### config.mk
export PLATFORM = sky130hd
export DESIGN_NAME = tm_tape_window
export DESIGN_NICKNAME = d
export VERILOG_FILES = /design/src/rtl/tm_tape_window.sv
export SDC_FILE = /design/constraint.sdc
export NUM_CORES = 1
export LEC_CHECK = 0
export CAP_MARGIN = 30
export CORE_ASPECT_RATIO = 1.1
export CORE_MARGIN = 2
export CORE_UTILIZATION = 29
export CTS_CLUSTER_DIAMETER = 150
export DETAILED_ROUTE_END_ITERATION = 12
export PLACE_DENSITY = 0.47
export SLEW_MARGIN = 20
export SYNTH_ARGS = -nofsm -noshare
export SYNTH_HDL_FRONTEND = slang
export SYNTH_SLANG_ARGS = --single-unit
### constraint.sdc
create_clock -name clk -period 5.55 [get_ports clk]
set_input_delay 1.11 -clock clk [delete_from_list [all_inputs] [get_ports clk]]
set_output_delay 1.11 -clock clk [all_outputs]
set_load 0.05 [all_outputs]
### src/rtl/tm_tape_window.sv
// tm_tape_window: three-cell (L, C, R) window around a Turing-machine head.
// Serves the head cell to the core, accepts head moves, writes back evicted
// dirty cells, and prefetches the predicted neighbour over a req/ack port.
module tm_tape_window #(
  parameter int ADDR_BITS = 8,
  parameter int CELL_BITS = 2,
  parameter int STAT_BITS = 16
) (
  input  logic                 clk,
  input  logic                 rst_n,
  input  logic                 move_i,
  input  logic                 dir_i,
  output logic                 move_ready_o,
  input  logic                 wr_en_i,
  input  logic [CELL_BITS-1:0] wr_sym_i,
  output logic                 cur_valid_o,
  output logic [CELL_BITS-1:0] cur_sym_o,
  output logic [ADDR_BITS-1:0] head_addr_o,
  input  logic                 pred_r_i,
  input  logic                 pred_l_i,
  output logic                 mem_req_o,
  output logic                 mem_we_o,
  output logic [ADDR_BITS-1:0] mem_addr_o,
  output logic [CELL_BITS-1:0] mem_wdata_o,
  input  logic                 mem_ack_i,
  input  logic [CELL_BITS-1:0] mem_rdata_i,
  output logic [STAT_BITS-1:0] hits_o,
  output logic [STAT_BITS-1:0] misses_o
);

  typedef enum logic [1:0] {IDLE, WB, FILL_C, PREF} state_t;

  state_t               state;
  logic                 l_vld, l_dty, c_vld, c_dty, r_vld, r_dty;
  logic [CELL_BITS-1:0] l_sym, c_sym, r_sym;
  logic [ADDR_BITS-1:0] head;
  logic                 pref_r;      // prefetch target: 1 = R slot, 0 = L slot
  logic                 wb_pending;  // evicted dirty cell not yet written back

  logic                 wr_hit;
  logic [CELL_BITS-1:0] c_sym_w;
  logic                 c_dty_w;
  logic                 move_acc;
  logic [ADDR_BITS-1:0] head_p1, head_m1;
  logic                 ev_dirty, tgt_vld;
  logic [CELL_BITS-1:0] ev_sym;
  logic [ADDR_BITS-1:0] ev_addr;

  // The C slot as it looks after this cycle's write, used when it shifts out.
  assign wr_hit   = wr_en_i && c_vld;
  assign c_sym_w  = wr_hit ? wr_sym_i : c_sym;
  assign c_dty_w  = wr_hit | c_dty;
  assign move_acc = move_i && move_ready_o;
  assign head_p1  = head + 1'b1;
  assign head_m1  = head - 1'b1;

  // A right move evicts L and enters R; a left move evicts R and enters L.
  assign ev_dirty = dir_i ? (l_vld && l_dty) : (r_vld && r_dty);
  assign ev_sym   = dir_i ? l_sym : r_sym;
  assign ev_addr  = dir_i ? head_m1 : head_p1;
  assign tgt_vld  = dir_i ? r_vld : l_vld;

  assign cur_valid_o = c_vld;
  assign cur_sym_o   = c_sym;
  assign head_addr_o = head;

  // Window, head and memory-port FSM; all outputs registered here.
  always_ff @(posedge clk) begin
    if (!rst_n) begin
      state        <= FILL_C;
      head         <= '0;
      l_vld        <= 1'b0;  l_dty <= 1'b0;  l_sym <= '0;
      c_vld        <= 1'b0;  c_dty <= 1'b0;  c_sym <= '0;
      r_vld        <= 1'b0;  r_dty <= 1'b0;  r_sym <= '0;
      pref_r       <= 1'b0;
      wb_pending   <= 1'b0;
      move_ready_o <= 1'b0;
      mem_req_o    <= 1'b0;
      mem_we_o     <= 1'b0;
      mem_addr_o   <= '0;
      mem_wdata_o  <= '0;
    end else begin
      move_ready_o <= 1'b0;
      if (wr_hit) begin
        c_sym <= wr_sym_i;
        c_dty <= 1'b1;
      end
      case (state)
        IDLE: begin
          if (move_acc) begin
            // Shift the window; the written C moves into the trailing slot.
            if (dir_i) begin
              l_vld <= 1'b1;  l_dty <= c_dty_w;  l_sym <= c_sym_w;
              c_vld <= r_vld; c_dty <= r_dty;    c_sym <= r_sym;
              r_vld <= 1'b0;  r_dty <= 1'b0;
              head  <= head_p1;
            end else begin
              r_vld <= 1'b1;  r_dty <= c_dty_w;  r_sym <= c_sym_w;
              c_vld <= l_vld; c_dty <= l_dty;    c_sym <= l_sym;
              l_vld <= 1'b0;  l_dty <= 1'b0;
              head  <= head_m1;
            end
            if (ev_dirty) begin
              wb_pending  <= 1'b1;
              mem_req_o   <= 1'b1;
              mem_we_o    <= 1'b1;
              mem_addr_o  <= ev_addr;
              mem_wdata_o <= ev_sym;
              state       <= WB;
            end else if (!tgt_vld) begin
              mem_req_o  <= 1'b1;
              mem_we_o   <= 1'b0;
              mem_addr_o <= dir_i ? head_p1 : head_m1;
              state      <= FILL_C;
            end else begin
              move_ready_o <= !wb_pending;
            end
          end else if (!c_vld) begin
            mem_req_o  <= 1'b1;
            mem_we_o   <= 1'b0;
            mem_addr_o <= head;
            state      <= FILL_C;
          end else if (pred_r_i && !r_vld) begin
            pref_r     <= 1'b1;
            mem_req_o  <= 1'b1;
            mem_we_o   <= 1'b0;
            mem_addr_o <= head_p1;
            state      <= PREF;
          end else if (pred_l_i && !l_vld) begin
            pref_r     <= 1'b0;
            mem_req_o  <= 1'b1;
            mem_we_o   <= 1'b0;
            mem_addr_o <= head_m1;
            state      <= PREF;
          end else begin
            move_ready_o <= !wb_pending;
          end
        end
        WB: begin
          if (mem_req_o && mem_ack_i) begin
            mem_req_o  <= 1'b0;
            mem_we_o   <= 1'b0;
            wb_pending <= 1'b0;
            state      <= IDLE;
          end
        end
        FILL_C: begin
          // Entered from reset with the request still low: raise it here.
          if (!mem_req_o) begin
            mem_req_o  <= 1'b1;
            mem_we_o   <= 1'b0;
            mem_addr_o <= head;
          end else if (mem_ack_i) begin
            c_vld     <= 1'b1;
            c_dty     <= 1'b0;
            c_sym     <= mem_rdata_i;
            mem_req_o <= 1'b0;
            state     <= IDLE;
          end
        end
        PREF: begin
          if (mem_req_o && mem_ack_i) begin
            if (pref_r) begin
              r_vld <= 1'b1;  r_dty <= 1'b0;  r_sym <= mem_rdata_i;
            end else begin
              l_vld <= 1'b1;  l_dty <= 1'b0;  l_sym <= mem_rdata_i;
            end
            mem_req_o <= 1'b0;
            state     <= IDLE;
          end
        end
        default: state <= IDLE;
      endcase
    end
  end

  // Saturating hit/miss statistics, one event per accepted move.
  always_ff @(posedge clk) begin
    if (!rst_n) begin
      hits_o   <= '0;
      misses_o <= '0;
    end else if (move_acc) begin
      if (tgt_vld) begin
        if (hits_o != '1) hits_o <= hits_o + 1'b1;
      end else begin
        if (misses_o != '1) misses_o <= misses_o + 1'b1;
      end
    end
  end

endmodule

* Word-level counts from Yosys, hierarchy flattened
Index checks and enable logic that the tools add are counted.
** Operators by class
- Magnitude comparators :: 0
- Reduce and logical (&&, ||, !) cells :: 33
- Muxes and demuxes :: 97
- Bitwise logic cells :: 3
- Eq/ne operators :: 19
- Add/subtract/negate cells :: 4
- Divide/modulo/power cells :: 0
- Shift operators :: 0
- Multipliers :: 0
** Operators by type and width (number)
- 8-bit 2-to-1 mux :: 9
- 1-bit 2-to-1 mux :: 51
- 2-bit 2-to-1 mux :: 23
- 16-bit by 1-bit adder with 16-bit output (second input constant) :: 2
- 16-bit inequality test (second input constant) :: 2
- 4-bit AND reduction :: 6
- 2-bit inequality test (second input constant) :: 11
- 5-bit AND reduction :: 4
- 8-bit case mux with 2 select lines :: 1
- 1-bit case mux with 2 select lines :: 7
- 2-bit case mux with 2 select lines :: 3
- 3-bit AND reduction :: 4
- 8-bit by 1-bit adder with 8-bit output (second input constant) :: 1
- 2-bit nonzero test :: 4
- 8-bit by 1-bit subtractor with 8-bit output (second input constant) :: 1
- 1-bit logical AND :: 7
- 1-bit case mux with 3 select lines :: 2
- 2-bit case mux with 3 select lines :: 1
- 5-bit inequality test (second input constant) :: 1
- 2-bit equality test (second input constant) :: 2
- 4-bit inequality test (second input constant) :: 1
- 2-bit AND reduction :: 2
- 1-bit logical NOT :: 3
- 3-bit nonzero test :: 1
- 6 further kinds :: 7
** Storage, ports and cells
- Bits of input ports :: 12
- Latch bits :: 0
- ROM bits :: 0
- Output and inout bits :: 56
- Register bits :: 69
- Memories kept :: 0
- Memory bits (writable) :: 0

* Depth between registers and ports, before layout
- Word-level depth :: 7
- Mapped depth :: 9

* Least setup slack after synthesis
OpenSTA, ideal clock, no wires.
- Path kind :: in2reg
- From :: input port dir_i
- To :: register mem_addr_o[5]
- Required time :: 5.431 ns
- Stages :: 5
- Setup time :: 0.119 ns
- Data arrival time :: 2.330 ns
- Slack :: 3.102 ns
- Path through :: and3b_1 a31o_2 o311a_1 buf_2 o221a_1
** On the way
- Longest elaborated chain between the ends :: 5
** RTL lines
- start: declaration :: line 12 : input logic dir_i,
- 8-bit 2-to-1 mux :: line 113 : mem_addr_o <= dir_i ? head_p1 : head_m1;
- 8-bit 2-to-1 mux :: line 110 : end else if (!tgt_vld) begin
- 8-bit 2-to-1 mux :: line 103 : if (ev_dirty) begin
- 8-bit 2-to-1 mux :: line 90 : if (move_acc) begin
- 8-bit case mux with 2 select lines :: line 88 : case (state)
- end signal: assignment :: line 107 : mem_addr_o <= ev_addr;
- end signal: assignment :: line 113
- end signal: assignment :: line 127 : mem_addr_o <= head_p1;
- end: declaration :: line 23 : output logic [ADDR_BITS-1:0] mem_addr_o,
Several ways; a longest one is shown, not always the timed one. The select of a mux whose other input is x is not followed.
A chain may end at the register's enable or synchronous reset.

* Worst setup path in the final report
- From :: input port dir_i
- To :: register misses_o[8]
** On the way
- Longest elaborated chain between the ends :: 3
** RTL lines
- 1-bit 2-to-1 mux :: line 61 : assign tgt_vld = dir_i ? r_vld : l_vld;
- 1-bit inverter (no source line)
- 3-bit AND reduction (no source line)
- end signal: assignment :: line 186 : if (misses_o != '1) misses_o <= misses_o + 1'b1;
- end: declaration :: line 28 : output logic [STAT_BITS-1:0] misses_o
Every way passes these cells.

==> out/summary.txt <==
outcome: finished clean
Core Area: 13200 um^2
CTS tree: built
maximum VDD drop: 0.000128 V
commonest cells after routing, fill and taps aside: 69 x dfxtp_1, 67 x nor2_1, 67 x clkdlybuf4s50_1, 41 x nand2_1, 23 x xnor2_1
TritonCTS Buffers: 9
Slowest cell on crit path: clkdlybuf4s50_1
CP endpoint kind: flop
Seq pwr share: 0.339
Bufs and invs on worst path: 2
via count: 3674
initial antenna violation count: 0
# rows: 44
proportion of layout cells with a drive suffix above 1: 0.0709
crit-path max FO: 18
# setup viols final: 0
Critical Path RT: 5.78 ns
final wirelength: 11400 um
Filler cells: 1351
non-filler cells, final: 697
DRC Markers: 0
GPL Wtd Cong: 0.831
final instance area: 5030 um^2
first-pass GRT wire length: 18100 um
RSZ-0062 raised after global routing: no
Crit path largest cell delay: 0.66 ns
post-CTS setup buffer count: 0
Achievable Freq: 304 MHz
Slew Viols, Final: 0
Clock Power Share: 0.362
routed length per instance: 16.3 um
mean number of vias per cell: 5.27
Max-Cap Viols: 0
buffers added on ports: 67
Die Y: 126 um
worst slack at placement: 1.54 ns
Seq cells post-synth: 69
vias in the first global route: 3485
switching power share of the total: 0.355
Root Driver: clkbuf_16
Comb power frac: 0.299
clk buf depth: 2
CP top delay family: buffers and inverters
Net Sw Power: 617 uW
post-CTS sizing: 0
syn_area_per_cell: 8.21 um^2
Starting Density: 0.297
Post-synth ARST share: 0
Mapped Cells: 476
Yosys cell types: 69
clock-pin slew on the worst setup and hold paths: 0.05 ns
number of flops mapped to enable cells by yosys: 0
Mapped Nets: 496
CP Launch Type: input port
Slew @ Worst Pin: 0.750 ns
initial drt markers: 136
ANT cells: 0
Worst Hold Class: reg2reg
ANT nets after route: 0
crit path DAT: 3.53 ns
commonest non-fill, non-tap cell in the layout: dfxtp_1
CTS sink cnt: 69
Net count, final: 552
dpl hpwl: 8090 um
post-place instance area: 4700 um^2
clock skew: 0.00556 ns
placed insts: 681
Max-slew headroom: 0.495
Die ar.: 14400 um^2
power density cells: 346 nW/um^2
Total GRT Usage: 0.161
synth-to-layout area growth: 28.6%
post-synthesis sequential area ratio: 0.354
chip width: 115 um
H-tree Lvls: 3
Worst-Skew Late Latency: 0.34 ns
largest net degree at the start of global routing: 28
PnR worst setup slack: 2.26 ns
main flop type after synthesis: dfxtp_1
hold buffers post-CTS: 0
final setup TNS: 0 ns
Final Hold Viols: 0
yosys warns: 0
Min Hold Slack: 0.474 ns
Pre-antenna DRT Iters: 4
crit share post-route: 0.593
Tmin final: 3.29 ns
I/O Pins: 68
critical path type: in2reg
Congestion Overflow GR: 0
CP cell instances: clkdlybuf4s50_1 -> buf_8 -> mux2i_2 -> nand4_1 -> a21oi_1 -> nand3_1 -> xnor2_1 -> and2_1
leakage: 1.78 nW
area of the mapped netlist: 3910 um^2
P_int: 1.12 mW
-- power by group through the flow --
| stage | Sequential, mW | Combinational (mW) | Clock, mW |
|---|---|---|---|
| floorplan | 0.654 | 0.311 | 0 |
| global placement | 0.599 | 0.516 | 0 |
| detailed placement | 0.599 | 0.521 | 0 |
| CTS | 0.589 | 0.522 | 0.643 |
| global route | 0.594 | 0.568 | 0.666 |
| finish | 0.590 | 0.521 | 0.630 |
-- cell type report --
| type | count | area, um^2 | share of cell area |
|---|---|---|---|
| multi-input combinational | 366 | 2360 | 0.470 |
| sequential | 69 | 1380 | 0.275 |
| timing repair buffer | 71 | 708 | 0.141 |
| clock buffer | 11 | 243 | 0.0483 |
| tap | 161 | 201 | 0.0401 |
| clock inverter | 4 | 72.6 | 0.0144 |
| inverter | 15 | 56.3 | 0.0112 |
-- through the flow --
stage	utilization	power, mW
2_1_floorplan	-	0.964
3_3_place_gp	0.357	1.11
3_5_place_dp	0.357	1.12
4_1_cts	0.381	1.75
5_1_grt	0.382	1.83
6_report	0.382	1.74
-- metal layers --
metal,vias to the layer above,GRT usage,share of wire
met2,81,0.255,0.46
met3,23,0.0269,0.040
met4,0,0.0868,0.032
met1,1754,0.206,0.46
li1,1816,-,-
met5,-,0,0
-- final timing paths --
check	from	endpoint	slack (ns)	depth (start not counted)
setup / recovery	dir_i	misses_o[8]$_SDFFE_PN0P_	2.26	8
hold / removal	r_sym[0]$_SDFFE_PN0P_	r_sym[0]$_SDFFE_PN0P_	0.47	2
setup reg to reg	state[0]$_SDFFE_PN0P_	mem_addr_o[3]$_SDFFE_PN0P_	2.75	7
hold reg to reg	r_sym[0]$_SDFFE_PN0P_	r_sym[0]$_SDFFE_PN0P_	0.47	2
-- cell usage after synthesis (all sizes together) (3+ instances only) --
library cell,instances,share of area
and4,4,0.0096
dfxtp,69,0.35
or3,8,0.013
nor2b,3,0.0048
xnor2,23,0.052
o21ai,16,0.021
clkbuf,18,0.017
a31oi,4,0.0064
o211ai,4,0.0090
inv,14,0.013
nand2b,4,0.0064
nand4,15,0.024
and2,5,0.0080
o31ai,5,0.0096
o21a,3,0.0077
nor3,12,0.017
ha,8,0.026
xor2,15,0.034
a21boi,3,0.0058
and3,7,0.011
mux2,4,0.012
o221a,3,0.0086
nor4,3,0.0048
buf,8,0.0099
nand3,22,0.029
or2,3,0.0048
nand2,41,0.039
a21oi,22,0.029
mux2i,23,0.060
nor2,67,0.064
a211oi,6,0.012
o22ai,3,0.0048
-- cell families after synthesis --
| group | after synthesis | synth area share |
|---|---|---|
| compound gates | 91 | 0.169 |
| xor+xnor | 38 | 0.0852 |
| fa+ha+maj | 8 | 0.0256 |
| buf+inv | 41 | 0.0416 |
| flops | 69 | 0.354 |
| mux | 27 | 0.0714 |
| simple gates | 202 | 0.254 |
-- state kept, by name, summed over array words and instances (netlist names), 2 cells and up --
| name | cells |
|---|---|
| hits_o | 16 |
| misses_o | 16 |
| head_addr_o | 8 |
| mem_addr_o | 8 |
| cur_sym_o | 2 |
| l_sym | 2 |
| mem_wdata_o | 2 |
| r_sym | 2 |
| state | 2 |
-- worst reg2reg max path: cells and delay by family, from the launching register on --
family / cells / cell delay [ns]
AOI/OAI and AO/OA: 3 / 1.24
adders and majority gates: 1 / 0.60
buffers and inverters: 2 / 0.42
DFF: 1 / 0.33
and+or+nand+nor: 1 / 0.11
Note: power is estimated with default switching activity, not from simulation.
==> RTL edit: new RTL, same settings <==
Set the parameter `CELL_BITS` to 3 (it was 2).
--- a/src/rtl/tm_tape_window.sv
+++ b/src/rtl/tm_tape_window.sv
@@ -3,7 +3,7 @@
 // dirty cells, and prefetches the predicted neighbour over a req/ack port.
 module tm_tape_window #(
   parameter int ADDR_BITS = 8,
-  parameter int CELL_BITS = 2,
+  parameter int CELL_BITS = 3,
   parameter int STAT_BITS = 16
 ) (
   input  logic                 clk,
Ports: changed (resized cur_sym_o, mem_rdata_i, mem_wdata_o and wr_sym_i); port bits go from 68 to 72. The function was not compared with the original's and may differ.
==> RTL edit against the unedited design <==
Fmax shrank 2.0%. Wire length fell by 0.47%. Synthesized cell count grew 4.0%. Cell area rose by 2.9%. Critical endpoint is now mem_addr_o[3]$_SDFFE_PN0P_. Setup slack got worse by 0.067 ns. First-iteration DRC count rose by 63%. Count of clock-buffer cells in the layout decreased by 2. Non-clock buffer count increased by 3. Worst hold slack got worse by 0.014 ns. Synthesized area grew 3.7%. Power increased by 5.9%. Sequential cell count rose by 4.
==> RTL edit: results (changes against the unedited design) <==
Run status
  – Status: finished, final reports clean

Min path
  – Worst hold endpoint: mem_we_o$_SDFFE_PN0P_
  – Worst hold start: mem_we_o$_SDFFE_PN0P_

Setup path
  – Setup crit start: move_i
  – Slowest stage cell, crit path: o311a_1
  – Worst Path Max Fanout: 19 (+1)
  – R2R setup slack: 2.98 ns (+0.23 ns)
  – Arr. time, crit path: 3.65 ns (+0.12 ns)
  – CP max stage delay: 0.64 ns (-0.02 ns)
  – Family with the most delay on the worst path: simple AND/OR/NAND/NOR gates
  – R2r worst-path depth: 8 (+1)

GRT
  – GRT Resource Usage Total: 15.9% (-0.11 points)
  – Vias in the first global route: 3677 (+5.5%)
  – Largest net degree at the start of global routing: 50 (+79%)
  – First-pass GRT wire length: 18900 um (+4.1%)
  – Routing usage on met2: 24.5% (-0.96 points)

Synthesis
  – Yosys cell types: 59 (-14%)
  – Synth top area cells: dfxtp_1 (36%), nor2_1 (7.0%), mux2i_1 (6.9%)
  – Commonest cells in the netlist: nor2_1 (75), dfxtp_1 (73), nand2_1 (32), mux2i_1 (28), a21oi_1 (24)
  – Mapped Nets: 517 (+4.2%)
  – Register area share after synthesis: 36.1% (+0.73 points)
  – Avg Cell Area, Syn: 8.18 um^2 (-0.33%)

Detailed routing
  – WL met3: 404 um (-12%)
  – Met2 WL: 5100 um (-3.4%)
  – WL met1: 5590 um (+6.5%)
  – Initial DRC Count: 221 (+63%)
  – Routed length per placed instance: 15.2 um (-6.8%)
  – Routed vias/inst: 5.05 (-4.2%)

STA
  – Worst Skew: 0.00603 ns (+0.000470 ns)
  – Slew at the pin with the worst max-slew slack: 0.745 ns (-0.00442 ns)
  – Min Hold Slack: 0.460 ns (-0.0143 ns)
  – Fin crit share: 60.5% (+1.2 points)

Power and ir drop
  – Leakage power: 0.00190 uW (+6.7%)
  – Max rail drop VDD: 0.104 mV (-19%)

Layout
  – Layout cells sized above 1: 5.58% (-1.5 points)
  – Nets: 573 (+3.8%)

Placed design
  – Placed Instances: 728 (+6.9%)
  – GPL Wtd Cong: 0.845 (+1.8%)
  – Buffers added on ports: 71 (+6.0%)
  – Placed cell areas: 4880 um^2 (+3.9%)

Clock network
  – Clock slew at reported path FFs: 0.06 ns
  – Post-CTS setup buffer count: 0 (unchanged)
## RTL edit: area by class of cell
class / instances / area [um^2] / area share (%)
clock buffers: 9 / 225 / 4.35
clock inverters: 7 / 70.1 / 1.35
inverters: 16 / 60.1 / 1.16
multi-input cells: 377 / 2390 / 46.2
flip-flops and latches: 73 / 1460 / 28.3
well taps: 188 / 235 / 4.55
repair buffers: 74 / 733 / 14.2
## RTL edit: cells by family after synthesis
| kind of cell | Yosys count | synth area share [%] |
|---|---|---|
| and+or+nand+nor | 209 | 25.5 |
| muxes | 29 | 7.20 |
| buffers and inverters | 45 | 4.97 |
| AOI/OAI and AO/OA | 94 | 15.8 |
| xor gates and xnor gates | 37 | 8.00 |
| adders and majority gates | 8 | 2.47 |
| DFF | 73 | 36.1 |
## RTL edit: report_power, final
part | internal (uW) | switching [uW]
sequential | 577 | 48.2
combinational | 222 | 410
clock | 348 | 237
total | 1150 | 696
